[config.mk]
export PLATFORM = sky130hd
export DESIGN_NAME = rr_arbiter_reg_flat
export DESIGN_NICKNAME = d
export VERILOG_FILES = /design/src/rtl/rr_arbiter_reg_if.sv /design/src/rtl/rr_arbiter_reg.sv /design/src/flat_wrapper.sv
export SDC_FILE = /design/constraint.sdc
export NUM_CORES = 1
export LEC_CHECK = 0
export CAP_MARGIN = 10
export CORE_MARGIN = 2
export CORE_UTILIZATION = 23
export DETAILED_ROUTE_END_ITERATION = 6
export SYNTH_ARGS = -nofsm -noshare
export SYNTH_HDL_FRONTEND = slang
export SYNTH_SLANG_ARGS = --single-unit
[constraint.sdc]
create_clock -name clk -period 4.46 [get_ports clk]
set_clock_uncertainty 0.05 [all_clocks]
set_input_delay 0.446 -clock clk [delete_from_list [all_inputs] [get_ports clk]]
set_output_delay 0.446 -clock clk [all_outputs]
set_load 0.02 [all_outputs]
[src/rtl/rr_arbiter_reg_if.sv]
// Request/grant bundle for the registered round-robin arbiter.
// The arbiter takes the master side; the requesting/consuming logic takes the slave side.
interface rr_arbiter_reg_if #(
  parameter int N_REQ = 4,
  parameter int W_IDX = $clog2(N_REQ)
);
  logic [N_REQ-1:0] req;
  logic [N_REQ-1:0] gnt;
  logic [W_IDX-1:0] gnt_idx;
  logic             gnt_valid;
  logic             gnt_ready;
  logic [15:0]      busy_cycles;

  modport master (
    input  req, gnt_ready,
    output gnt, gnt_idx, gnt_valid, busy_cycles
  );

  modport slave (
    output req, gnt_ready,
    input  gnt, gnt_idx, gnt_valid, busy_cycles
  );
endinterface

[src/rtl/rr_arbiter_reg.sv]
// Registered round-robin arbiter: one-hot grant plus binary index, held stable until accepted,
// with back-to-back re-grant on handshake and a saturating stall counter.
module rr_arbiter_reg #(
  parameter int N_REQ = 4,
  parameter int W_IDX = $clog2(N_REQ)
) (
  input  logic               clk,
  input  logic               rst,
  rr_arbiter_reg_if.master   bus
);

  typedef enum logic {
    IDLE  = 1'b0,
    GRANT = 1'b1
  } state_t;

  state_t           state_r, state_s;
  logic [N_REQ-1:0] mask_r, mask_s;
  logic [N_REQ-1:0] gnt_r, gnt_s;
  logic [W_IDX-1:0] gnt_idx_r, gnt_idx_s;
  logic [15:0]      busy_r;
  logic [N_REQ-1:0] mask_above_s, eff_mask_s, hi_s, lo_s, sel_s;
  logic             handshake_s;

  function automatic logic [N_REQ-1:0] lowest_one(input logic [N_REQ-1:0] v);
    return v & ((~v) + N_REQ'(1));
  endfunction

  function automatic logic [W_IDX-1:0] onehot_to_idx(input logic [N_REQ-1:0] v);
    logic [W_IDX-1:0] idx;
    idx = {W_IDX{1'b0}};
    for (int i = 0; i < N_REQ; i++) begin
      if (v[i]) begin
        idx = idx | W_IDX'(i);
      end else begin
        idx = idx;
      end
    end
    return idx;
  endfunction

  // Selection: on handshake the freshly computed mask is used so the winner drops to lowest priority.
  always_comb begin
    mask_above_s = {N_REQ{1'b0}};
    for (int i = 0; i < N_REQ; i++) begin
      mask_above_s[i] = (W_IDX'(i) > gnt_idx_r);
    end
    handshake_s = (state_r == GRANT) && bus.gnt_ready;
    if (handshake_s) begin
      eff_mask_s = mask_above_s;
    end else begin
      eff_mask_s = mask_r;
    end
    hi_s = lowest_one(bus.req & eff_mask_s);
    lo_s = lowest_one(bus.req);
    if (hi_s != {N_REQ{1'b0}}) begin
      sel_s = hi_s;
    end else begin
      sel_s = lo_s;
    end
  end

  // Next-state and next-grant logic.
  always_comb begin
    state_s   = state_r;
    mask_s    = mask_r;
    gnt_s     = gnt_r;
    gnt_idx_s = gnt_idx_r;
    case (state_r)
      IDLE: begin
        if (bus.req != {N_REQ{1'b0}}) begin
          state_s   = GRANT;
          gnt_s     = sel_s;
          gnt_idx_s = onehot_to_idx(sel_s);
        end else begin
          state_s   = IDLE;
        end
      end
      GRANT: begin
        if (bus.gnt_ready) begin
          mask_s = mask_above_s;
          if (sel_s != {N_REQ{1'b0}}) begin
            state_s   = GRANT;
            gnt_s     = sel_s;
            gnt_idx_s = onehot_to_idx(sel_s);
          end else begin
            state_s   = IDLE;
            gnt_s     = {N_REQ{1'b0}};
            gnt_idx_s = {W_IDX{1'b0}};
          end
        end else begin
          state_s = GRANT;
        end
      end
      default: begin
        state_s   = IDLE;
        mask_s    = {N_REQ{1'b1}};
        gnt_s     = {N_REQ{1'b0}};
        gnt_idx_s = {W_IDX{1'b0}};
      end
    endcase
  end

  // Arbiter state registers.
  always_ff @(posedge clk or posedge rst) begin
    if (rst) begin
      state_r   <= IDLE;
      mask_r    <= {N_REQ{1'b1}};
      gnt_r     <= {N_REQ{1'b0}};
      gnt_idx_r <= {W_IDX{1'b0}};
    end else begin
      state_r   <= state_s;
      mask_r    <= mask_s;
      gnt_r     <= gnt_s;
      gnt_idx_r <= gnt_idx_s;
    end
  end

  // Stall monitor: counts presented-but-not-accepted cycles, sticking at all-ones.
  always_ff @(posedge clk or posedge rst) begin
    if (rst) begin
      busy_r <= 16'h0000;
    end else if ((state_r == GRANT) && !bus.gnt_ready && (busy_r != 16'hffff)) begin
      busy_r <= busy_r + 16'h0001;
    end else begin
      busy_r <= busy_r;
    end
  end

  assign bus.gnt         = gnt_r;
  assign bus.gnt_idx     = gnt_idx_r;
  assign bus.gnt_valid   = (state_r == GRANT);
  assign bus.busy_cycles = busy_r;

endmodule
[src/flat_wrapper.sv]
// flat-port wrapper written by rule: the top's interface ports become plain ports
module rr_arbiter_reg_flat 
#(
  parameter int N_REQ = 4,
  parameter int W_IDX = $clog2(N_REQ)
)
  (clk, rst, bus_req, bus_gnt_ready, bus_gnt, bus_gnt_idx, bus_gnt_valid, bus_busy_cycles);
  rr_arbiter_reg_if #(.N_REQ(N_REQ), .W_IDX(W_IDX)) bus_i ();
  input  logic clk;
  input  logic rst;
  input wire logic [$bits(bus_i.req)-1:0] bus_req;
  input wire logic [$bits(bus_i.gnt_ready)-1:0] bus_gnt_ready;
  output wire logic [$bits(bus_i.gnt)-1:0] bus_gnt;
  output wire logic [$bits(bus_i.gnt_idx)-1:0] bus_gnt_idx;
  output wire logic [$bits(bus_i.gnt_valid)-1:0] bus_gnt_valid;
  output wire logic [$bits(bus_i.busy_cycles)-1:0] bus_busy_cycles;
  assign bus_i.req = bus_req;
  assign bus_i.gnt_ready = bus_gnt_ready;
  assign bus_gnt = bus_i.gnt;
  assign bus_gnt_idx = bus_i.gnt_idx;
  assign bus_gnt_valid = bus_i.gnt_valid;
  assign bus_busy_cycles = bus_i.busy_cycles;
  rr_arbiter_reg #(.N_REQ(N_REQ), .W_IDX(W_IDX)) u_core (.clk(clk), .rst(rst), .bus(bus_i));
endmodule
After elaboration in Yosys (flattened, before gate mapping)
Cells that the tools add are included.

Add/subtract/negate cells: 3. Magnitude comparators: 4. Equality and inequality tests: 3. Multiplexer cells: 17. Bitwise logic cells: 6. Reductions and logical operators: 9.

Operators with widths (count): 4-bit 2-to-1 mux (5); 16-bit by 1-bit adder with 16-bit output, second input constant (1); 16-bit inequality test, second input constant (1); 4-bit AND (3); 4-bit nonzero test (3); 2-bit 2-to-1 mux (5); 4-bit by 1-bit adder with 4-bit output, second input constant (2); 4-bit NOT (2); 4-bit case mux with 2 select lines (1); 1-bit by 2-bit > comparator with 1-bit output, first input constant (2); 2-bit > comparator, first input constant (2); 1-bit 2-to-1 mux (4); 2-bit case mux with 2 select lines (1); 2-bit AND reduction (2); 1-bit logical AND (3); 2-bit by 1-bit inequality test with 1-bit output, second input constant (1); 2-bit inequality test, second input constant (1); 1-bit case mux with 2 select lines (1); 1-bit logical NOT (1); 1-bit NOT (1).

Register bits: 27. Input port bits: 7. Output and inout port bits: 23. Word-level logic and storage cells: 47.

Longest topological paths before layout
Depth after elaboration: 14. Mapped depth: 6. Mapped depth without buffers: 5.

Worst setup path before layout
No wires, ideal clock.

Path kind: reg2reg. Start point: register u_core.busy_r[0] (netlist: u_core.bus.busy_cycles[0]). End point: register u_core.busy_r[1] (netlist: u_core.bus.busy_cycles[1]). Setup time: 125 ps. Data arrival time: 1621 ps. Data required time: 4285 ps. Setup slack: 2664 ps. Cell stages (with the launch flop): 6. Path buffers: 0. Clock period less this slack: 1796 ps. Path through: dfrtp_1 ha_1 nand4_1 nor3_4 a21boi_2 mux2_4.

Word-level cells in the longest chain between the ends: 2. Elaborated cells on any way between the ends: 3. Those cells by class: add/sub (1); eq/ne (1); reduce/logical (1).

Ends and longest elaborated chain: from (decl) (RTL line rr_arbiter_reg.sv:21) `logic [15:0] busy_r;`; from (signal assigned) (RTL line rr_arbiter_reg.sv:124) `busy_r <= busy_r + 16'h0001;`; from (signal assigned) (RTL line rr_arbiter_reg.sv:126) `busy_r <= busy_r;`; branches (longest 2 deep; another with 16-bit by 1-bit adder with 16-bit output).

Parallel ways; which one is timed is not known. A chain may end at the register's enable or synchronous reset.

Worst setup path after layout
Start point: register u_core.busy_r[15] (netlist: u_core.bus.busy_cycles[15]). End point: output bus_busy_cycles[15].

RTL lines: to (decl) (RTL line flat_wrapper.sv:16) `output wire logic [$bits(bus_i.busy_cycles)-1:0] bus_busy_cycles;`.

No word-level cell between the ends.

==> out/metrics.cfg <==
[finish]
areaGrowthSynthToFinish_pct=27.9
fin_nets=177
final_area_sq_um=1920
num_antenna_cells=0
fin_util_pct=30.4
layout-drive-gt1-share_pct=17.3

[synthesis]
synthXorXnorAreaFrac_pct=8.17
seq_area_frac_synth_pct=45.4
synth_edf_count=0
syn_avg_cell_area_sq_um=10.9
synth_simple_gate_area_share_pct=21.0
synth_compound_area_share_pct=18.6
async_flop_share_pct=100
synth_top_family_by_area=simple AND/OR/NAND/NOR gates
postSynthCellCount=138
synth_area_sq_um=1500
yosysWarnings=0
ys.flop_type=dfrtp_1
synthAdderAreaFrac_pct=0.834
synth_seq_cells=27
muxShareOfSynthArea_pct=1.00
synthesis.nets=146
synth.distinct_cells=48

[routing]
route.detailed.drc=0
wire_per_inst_microns=13.0
drtAntennaViolNets=0
drtIter0Drc=94
via_count=1132
finalWirelength_mm=3.19
dr.pass1.iters=4
vias_per_cell=4.62

[die]
die-area_sq_um=7180
ios=30
core_region_area_sq_um=6310
start_util_pct=23.8
num_rows=29
die_h_microns=84.8
die_w_microns=84.8

[clock_network]
clock_latency_ps=270
cts_tree=done
root_buffer=clkbuf_8
clock_sinks=27
cts_setup_buffers=0
holdBufCountCts=0
cts_buffer_depth=2
cts_resized=0
cts_buffers=3
clkTransAtPathRegs_ps=100
htree_num_levels=1

[pwr]
irDropWorstVdd_mv=0.225
power_density_nw_per_um2=495
leakage_uw=0.000805

[global_route]
grt_pass1_vias=1092
grt_usage_pct=9.51
grt-ovfl-total=0
grt_pass1_wl_mm=5.47
grt_max_degree=28
antenna_found_initial=0

[timing]
fin_setup_tns_ps=0
drv_slew=0
finalHoldViolCount=0
grt_setup_unrepaired=false
fin_ws_ps=2420
fmax_ghz=0.489
fin_crit_sh_pct=45.8
setup_violations=0
relSlewSlack_pct=66.8
period_needed_ps=2040
tightest_slew_ps=494

[placed_design]
dpl_worst_slack_ps=2180
dp_hpwl_mm=2.39
place_congestion=0.861
io_buffers=29
dpl_cell_area_sq_um=1840

[critical_path]
critPathBufInv=1
cpLargestDelayFamily=buffers and inverters
endpoint_kind=output port
slowest_stage=clkdlybuf4s50_1
critPathLaunchType=register
cpPeakStageDelay_ps=690
r2r_start=u_core.bus.busy_cycles[0]
rrSetupSlack_ps=2610
rr_worst_depth=5
worstPathCellList=clkdlybuf4s50_1
rr_endpoint=u_core.bus.busy_cycles[1]
arrival_ps=1550
required_ps=3960
worst-setup-path-type=register to output port
cp_max_fo=10

[min_path]
min_path_type=input pin to async pin

[job]
cap_violations=0

[outcome]
status=completed

==> kinds of logic after synthesis <==
| logic type | after synthesis |
|---|---|
| and+or+nand+nor | 47 |
| DFF | 27 |
| xor gates and xnor gates | 14 |
| muxes | 1 |
| buffers and inverters | 12 |
| adders and majority gates | 1 |
| AOI/OAI and AO/OA | 36 |
==> power by group <==
part / switching, uW / internal [uW]
clock network: 78.7 / 63.4
logic: 198 / 195
registers: 87.8 / 326
total: 365 / 585
==> metrics by stage <==
stage | hold WS [ps] | total power [uW] | std cells
final | 429 | 950 | 245
after global placement | 429 | 810 | 240
after floorplan | 446 | 645 | 138
after global routing | 449 | 1020 | 245
after detailed placement | 431 | 813 | 240
after CTS | 455 | 960 | 244
==> cells in the mapped netlist, types with 2 or more instances <==
cell type / n / area (sq um)
o211ai_1: 2 / 15.0
nand4_1: 4 / 25.0
xnor2_1: 4 / 35.0
a21oi_1: 6 / 30.0
dfrtp_1: 23 / 576
o21ai_0: 4 / 20.0
nor2_1: 6 / 22.5
nand3_1: 4 / 20.0
inv_1: 8 / 30.0
o31ai_1: 2 / 15.0
a211oi_1: 3 / 22.5
or2_2: 2 / 12.5
nor4_1: 3 / 18.8
dfstp_2: 4 / 105
buf_6: 4 / 45.0
a2111oi_2: 3 / 45.0
nor3_1: 2 / 10.0
a31oi_1: 6 / 37.5
nand2_1: 10 / 37.5
xor2_1: 10 / 87.6
==> cell usage in the layout (no fill, tap or decap), types with 4 or more instances in the layout <==
cell / netlist / layout
a31oi_1: 6 / 6
nand2_1: 10 / 10
clkdlybuf4s50_1: 0 / 29
xor2_1: 10 / 10
dfrtp_1: 23 / 23
xnor2_1: 4 / 4
nand3_1: 4 / 4
nor2_1: 6 / 6
nand4_1: 4 / 4
a21oi_1: 6 / 6
dfstp_2: 4 / 4
o21ai_0: 4 / 4
inv_1: 8 / 8
==> worst register-to-register path: stages, from the launching register on <==
cell,delay (ps)
dfrtp_1,430
ha_1,290
nand4_1,180
nor3_4,350
a21boi_2,140
mux2_4,310
==> flip-flops by register name, indices dropped and copies added (netlist names) <==
signal and count:
u_core.bus.gnt_idx 2, u_core.bus.busy_cycles 16, u_core.bus.gnt_valid 1, u_core.mask_r 4
u_core.bus.gnt 4
==> how the worst max path moves through the flow <==
| stage | startpoint | end | cells after the start |
|---|---|---|---|
| floorplan | u_core.bus.busy_cycles[0] | u_core.bus.busy_cycles[1] | 5 |
| detailed placement | bus_gnt_ready | u_core.bus.gnt_idx[0] | 5 |
| finish | u_core.bus.busy_cycles[15] | bus_busy_cycles[15] | 1 |
| global route | bus_gnt_ready | u_core.bus.gnt_idx[0] | 5 |
| CTS | u_core.bus.busy_cycles[15] | bus_busy_cycles[15] | 1 |
| global placement | bus_gnt_ready | u_core.bus.gnt_idx[0] | 5 |
==> layout make-up <==
cell class	count	area, sq um
Clock buffer	3	41.3
Clock inverter	1	7.51
Fill cell	664	4400
Inverter	8	30.0
Multi-Input combinational cell	99	744
Sequential cell	27	681
Tap cell	77	96.3
Timing Repair Buffer	30	318
==> metal layers <==
layer | vias up | global-route usage [%] | share of wire [%]
li1 | 577 | - | -
met1 | 534 | 13.9 | 50
met2 | 19 | 13.4 | 45
met3 | 2 | 1.57 | 3.6
met4 | 0 | 4.91 | 1.5
met5 | - | 0 | 0
Note: power is estimated with default switching activity, not from simulation.
